<file path="src/rtl/pcie_perst_sequencer.sv">
// PCIe PERST# reset sequencer.
// Synchronizes PERST# and IOPLL lock, then releases resets in order:
// PCIe HIP, then FIM fabric, then AFU. Any abort re-asserts the
// affected resets on the same edge the state changes.
module pcie_perst_sequencer #(
    parameter int SYNC_STAGES     = 3,
    parameter int DEBOUNCE_CYC    = 16,
    parameter int PLL_TIMEOUT_CYC = 4096,
    parameter int FABRIC_HOLD_CYC = 32,
    parameter int CNT_W           = 16
) (
    input  logic             clk,
    input  logic             rst,
    input  logic             pcie_reset_n,
    input  logic             pll_locked,
    input  logic             link_up,
    output logic             hip_rst,
    output logic             fabric_rst,
    output logic             afu_rst,
    output logic [2:0]       seq_state,
    output logic             pll_timeout,
    output logic [CNT_W-1:0] perst_count
);

    localparam int MAX_A = (DEBOUNCE_CYC > PLL_TIMEOUT_CYC) ? DEBOUNCE_CYC : PLL_TIMEOUT_CYC;
    localparam int MAX_P = (MAX_A > FABRIC_HOLD_CYC) ? MAX_A : FABRIC_HOLD_CYC;
    localparam int TW    = $clog2(MAX_P) + 1;

    localparam logic [TW-1:0] DEB_LAST = TW'(DEBOUNCE_CYC - 1);
    localparam logic [TW-1:0] PLL_LAST = TW'(PLL_TIMEOUT_CYC - 1);
    localparam logic [TW-1:0] FAB_LAST = TW'(FABRIC_HOLD_CYC - 1);

    typedef enum logic [2:0] {
        S_HOLD     = 3'd0,
        S_DEBOUNCE = 3'd1,
        S_PLL      = 3'd2,
        S_HIP      = 3'd3,
        S_FABRIC   = 3'd4,
        S_AFU      = 3'd5,
        S_UP       = 3'd6
    } state_t;

    logic [SYNC_STAGES-1:0] perst_sync_q;
    logic [SYNC_STAGES-1:0] lock_sync_q;
    logic                   perst_s;
    logic                   lock_s;

    state_t           state_q, state_d;
    logic [TW-1:0]    cnt_q, cnt_d;
    logic             timeout_q, timeout_d;
    logic [CNT_W-1:0] count_q, count_d;
    logic             hip_q, hip_d;
    logic             fab_q, fab_d;
    logic             afu_q, afu_d;

    // Synchronizer chains; clearing to 0 reads as PERST asserted, PLL unlocked
    always_ff @(posedge clk or posedge rst) begin
        if (rst) begin
            perst_sync_q <= '0;
            lock_sync_q  <= '0;
        end else begin
            perst_sync_q <= {perst_sync_q[SYNC_STAGES-2:0], pcie_reset_n};
            lock_sync_q  <= {lock_sync_q[SYNC_STAGES-2:0], pll_locked};
        end
    end

    assign perst_s = perst_sync_q[SYNC_STAGES-1];
    assign lock_s  = lock_sync_q[SYNC_STAGES-1];

    // Next-state: aborts in priority order, then the normal bring-up walk
    always_comb begin
        state_d   = state_q;
        cnt_d     = cnt_q;
        timeout_d = timeout_q;
        count_d   = count_q;

        if (!perst_s && state_q != S_HOLD && state_q != S_DEBOUNCE) begin
            state_d = S_HOLD;
            cnt_d   = '0;
            if (count_q != '1) count_d = count_q + 1'b1;
        end else if (!lock_s && (state_q == S_HIP || state_q == S_FABRIC ||
                                 state_q == S_AFU || state_q == S_UP)) begin
            state_d = S_PLL;
            cnt_d   = '0;
        end else if (!link_up && (state_q == S_FABRIC || state_q == S_AFU ||
                                  state_q == S_UP)) begin
            state_d = S_HIP;
            cnt_d   = '0;
        end else begin
            case (state_q)
                S_HOLD: begin
                    if (perst_s) begin
                        state_d = S_DEBOUNCE;
                        cnt_d   = '0;
                    end
                end
                S_DEBOUNCE: begin
                    if (!perst_s) begin
                        state_d = S_HOLD;
                        cnt_d   = '0;
                    end else if (cnt_q == DEB_LAST) begin
                        state_d = S_PLL;
                        cnt_d   = '0;
                    end else begin
                        cnt_d = cnt_q + 1'b1;
                    end
                end
                S_PLL: begin
                    // After timeout the counter parks at its last value and waiting continues
                    if (lock_s) begin
                        state_d = S_HIP;
                        cnt_d   = '0;
                    end else if (cnt_q == PLL_LAST) begin
                        timeout_d = 1'b1;
                    end else begin
                        cnt_d = cnt_q + 1'b1;
                    end
                end
                S_HIP: begin
                    if (link_up) begin
                        state_d = S_FABRIC;
                        cnt_d   = '0;
                    end
                end
                S_FABRIC: begin
                    if (cnt_q == FAB_LAST) begin
                        state_d = S_AFU;
                        cnt_d   = '0;
                    end else begin
                        cnt_d = cnt_q + 1'b1;
                    end
                end
                S_AFU:   state_d = S_UP;
                S_UP:    state_d = S_UP;
                default: state_d = S_HOLD;
            endcase
        end

        hip_d = (state_d == S_HOLD) || (state_d == S_DEBOUNCE) || (state_d == S_PLL);
        fab_d = hip_d || (state_d == S_HIP) || (state_d == S_FABRIC);
        afu_d = (state_d != S_UP);
    end

    // State, counters and registered reset outputs
    always_ff @(posedge clk or posedge rst) begin
        if (rst) begin
            state_q   <= S_HOLD;
            cnt_q     <= '0;
            timeout_q <= 1'b0;
            count_q   <= '0;
            hip_q     <= 1'b1;
            fab_q     <= 1'b1;
            afu_q     <= 1'b1;
        end else begin
            state_q   <= state_d;
            cnt_q     <= cnt_d;
            timeout_q <= timeout_d;
            count_q   <= count_d;
            hip_q     <= hip_d;
            fab_q     <= fab_d;
            afu_q     <= afu_d;
        end
    end

    assign hip_rst     = hip_q;
    assign fabric_rst  = fab_q;
    assign afu_rst     = afu_q;
    assign seq_state   = state_q;
    assign pll_timeout = timeout_q;
    assign perst_count = count_q;

endmodule

</file>
<file path="config.mk">
export PLATFORM = sky130hd
export DESIGN_NAME = pcie_perst_sequencer
export DESIGN_NICKNAME = d
export VERILOG_FILES = /design/src/rtl/pcie_perst_sequencer.sv
export SDC_FILE = /design/constraint.sdc
export NUM_CORES = 1
export LEC_CHECK = 0
export BUFFER_PORTS_ARGS = -buffer_cell sky130_fd_sc_hd__buf_4
export CAP_MARGIN = 30
export CORE_UTILIZATION = 35
export CTS_CLUSTER_DIAMETER = 120
export DETAILED_ROUTE_END_ITERATION = 6
export PLACE_DENSITY = 0.62
export SYNTH_ARGS = -nofsm -noshare
export SYNTH_HDL_FRONTEND = slang
export SYNTH_SLANG_ARGS = --single-unit
</file>
<file path="constraint.sdc">
create_clock -name clk -period 4.29 [get_ports clk]
set_clock_uncertainty 0.15 [all_clocks]
set_input_delay 0.2145 -clock clk [delete_from_list [all_inputs] [get_ports clk]]
set_output_delay 0.2145 -clock clk [all_outputs]
set_load 0.05 [all_outputs]
</file>
==> qor.yml <==
run_status:
  status: "complete, no violations"
yosys:
  synth_seq_area_share: 0.499
  postSynthAreaPerCell_um2: 10.4
  yosys-top-cells-area: "dfrtp_1 (46%), xnor2_1 (5.4%), dfstp_2 (3.7%)"
  yosys-top-cells-count: "dfrtp_1 (39), nand2_1 (16), nand3_1 (14)"
  synth_nets: 211
  ys_warn_count: 0
  synth_flop_cell: "dfrtp_1"
  synth-seq-cells: 42
  synth_area_leader_cell: "dfrtp_1"
  synth_cell_types: 49
  syn_area_um2: 2110
  synth_top_area_frac: 0.462
  yosysMostFrequentCell: "dfrtp_1"
  synthArstFlopShare: 1.00
  synth-edff-count: 0
  synthCells: 204
placement:
  post-place-cells: 296
  hpwl_um: 2940
  gp_congestion: 0.804
  io_buffers: 27
drt:
  drc: 0
  routed_wl_um: 4280
  viasPerCell: 5.54
  avgRoutedWirePerCell_um: 13.9
  drt_first_pass_iters: 4
  dr.first_iter.drc_count: 97
  via_count: 1702
  ant_nets: 0
worst_setup_path:
  r2r_slack_ns: 1.51
  cp_data_required_time_ns: 4.32
  crit_buf_inv: 0
  reg2reg_from: "cnt_q[8]"
  cp_slowest_cell: "or4_1"
  path_depth: 5
  critical_path.top_delay_family: "simple AND/OR/NAND/NOR gates"
  cpPeakStageDelay_ns: 0.56
  critPathMaxFanout: 11
  timing.rr.end: "cnt_q[8]"
  crit_chain: "or4_1, or4b_1, o211a_1, and3_4, a221o_1"
  start_kind: "flop"
  cp-end-kind: "flop"
  crit_arrival_ns: 2.81
  crit_start: "cnt_q[8]"
  worstRegToRegCells: 5
  path_class: "flop to flop"
  crit_end: "cnt_q[8]"
pwr:
  intPower_mw: 0.587
  power_leakage_nw: 1.12
  switching_share: 0.214
  p_seq_frac: 0.544
  comb_power_share: 0.047
  p_switching_mw: 0.160
  p_clk_frac: 0.409
  p_per_area_nw_per_um2: 298
  vdd_ir_drop_max_v: 0.000154
final_layout:
  drive_gt1_frac: 0.196
  final_cells: 307
  area_delta_synth_final_pct: 18.6
  n_antenna_cell: 0
  final_nets: 241
grt:
  grt_max_degree: 43
  antenna_found_initial: 0
  grt_pass1_wl_um: 7330
  grt_usage: 0.149
  grt_overflow_total: 0
  grt_pass1_vias: 1564
timing:
  hold_violations: 0
  period_minus_slack_ns: 2.78
  setup_viol: 0
  worst_pin_slew_ns: 0.756
  tns_ns: 0
  maxSlewViolCount: 0
  rsz0062_at_grt: "no"
  period_share: 0.648
  fmax_mhz: 360
  relSlewSlack: 0.493
cts:
  clock-root-buffer: "clkbuf_8"
  htree_levels: 2
  cts_buffer_depth: 2
  path_clk_slew_ns: 0.08
  insertion_delay_ns: 0.29
  cts_tree: "yes"
  cts_made_buffers: 5
  clock-sinks: 42
  cts_setup_buffers: 0
die:
  die_y_um: 79.7
  rows: 27
  die_area_um2: 6350
  start_util: 0.372
  core-area_um2: 5680
  ioPinCount: 28
  die_x_um: 79.7
hold_path:
  worstHoldPathType: "input port to flop"
job:
  cap_violations: 0
[cell usage in the layout, fill, tap and decap left out, types with 4 or more instances in the layout]
master / n
inv_1: 5
a31oi_1: 4
xnor2_1: 13
nand3_1: 14
a21oi_1: 10
o211ai_1: 4
dfrtp_1: 39
buf_4: 28
a22o_1: 6
nor3_1: 7
nand2_1: 16
nand4_1: 8
nor2_1: 11
and3_1: 6
clkbuf_8: 5
[worst min-delay path by stage]
stage                                 to  cells after the start       start  slack, ns
after global placement    lock_sync_q[0]                      1  pll_locked       0.17
final                       seq_state[0]                      3     link_up       0.16
after floorplan           lock_sync_q[0]                      0  pll_locked        0.1
after CTS                   seq_state[2]                      3     link_up       0.15
after detailed placement  lock_sync_q[0]                      1  pll_locked       0.18
after global routing        seq_state[0]                      3     link_up       0.16
[repair_timing]
action,4_1_cts,5_1_grt
gates resized for setup,0,0
hold endpoints to repair,41,0
hold buffers,3,0
[tightest hold or removal path, stage by stage]
cell and delay (ns):
buf_4 0.11, o32a_1 0.12, a221oi_1 0.10
[power by group through the flow]
stage | registers (mW) | clock network, mW | logic [mW]
final | 0.406 | 0.305 | 0.0349
after global routing | 0.408 | 0.335 | 0.0393
after CTS | 0.406 | 0.318 | 0.0357
after detailed placement | 0.414 | 0 | 0.0335
after global placement | 0.414 | 0 | 0.0330
after floorplan | 0.412 | 0 | 0.0245
[kinds of logic (layout without fill, tap and decap cells)]
kind of cell / after synthesis / count (layout) / share of synthesized area
AOI/OAI and AO/OA: 42 / 42 / 0.145
xor gates and xnor gates: 16 / 16 / 0.0663
adders and majority gates: 2 / 2 / 0.0118
buffers and inverters: 13 / 44 / 0.0308
DFF: 42 / 42 / 0.499
muxes: 3 / 3 / 0.0160
and+or+nand+nor: 86 / 86 / 0.231
[sequential cells by signal, indices dropped and copies added, names as in the netlist]
| name | count |
|---|---|
| afu_rst | 1 |
| cnt_q | 13 |
| fabric_rst | 1 |
| hip_rst | 1 |
| lock_sync_q | 3 |
| perst_count | 16 |
| perst_sync_q | 3 |
| pll_timeout | 1 |
| seq_state | 3 |
[through the flow]
| stage | hold slack, ns | utilization | area [um2] | total power [mW] | setup slack [ns] |
|---|---|---|---|---|---|
| after floorplan | 0.0959 | - | 2110 | 0.437 | 1.50 |
| after global placement | 0.175 | 0.417 | 2370 | 0.447 | 1.59 |
| after detailed placement | 0.175 | 0.417 | 2370 | 0.448 | 1.53 |
| after CTS | 0.153 | 0.442 | 2510 | 0.760 | 1.52 |
| after global routing | 0.160 | 0.442 | 2510 | 0.782 | 1.42 |
| final | 0.160 | 0.442 | 2510 | 0.747 | 1.51 |
[layer usage]
metal / up-vias / wire length (um) / global-route usage
met3: 7 / 137 / 0.0320
met2: 41 / 1980 / 0.222
met4: 0 / 76 / 0.0673
met5: - / 0 / 0
li1: 823 / - / -
met1: 831 / 2080 / 0.207
[cell type report]
| type | instances | area (um2) |
|---|---|---|
| Clock buffer | 6 | 72.6 |
| Fill cell | 565 | 3170 |
| Clock inverter | 2 | 37.5 |
| Inverter | 5 | 18.8 |
| Timing Repair Buffer | 31 | 240 |
| Tap cell | 72 | 90.1 |
| Sequential cell | 42 | 1050 |
| Multi-Input combinational cell | 149 | 993 |
No activity file was read; power rests on OpenSTA's default activity.
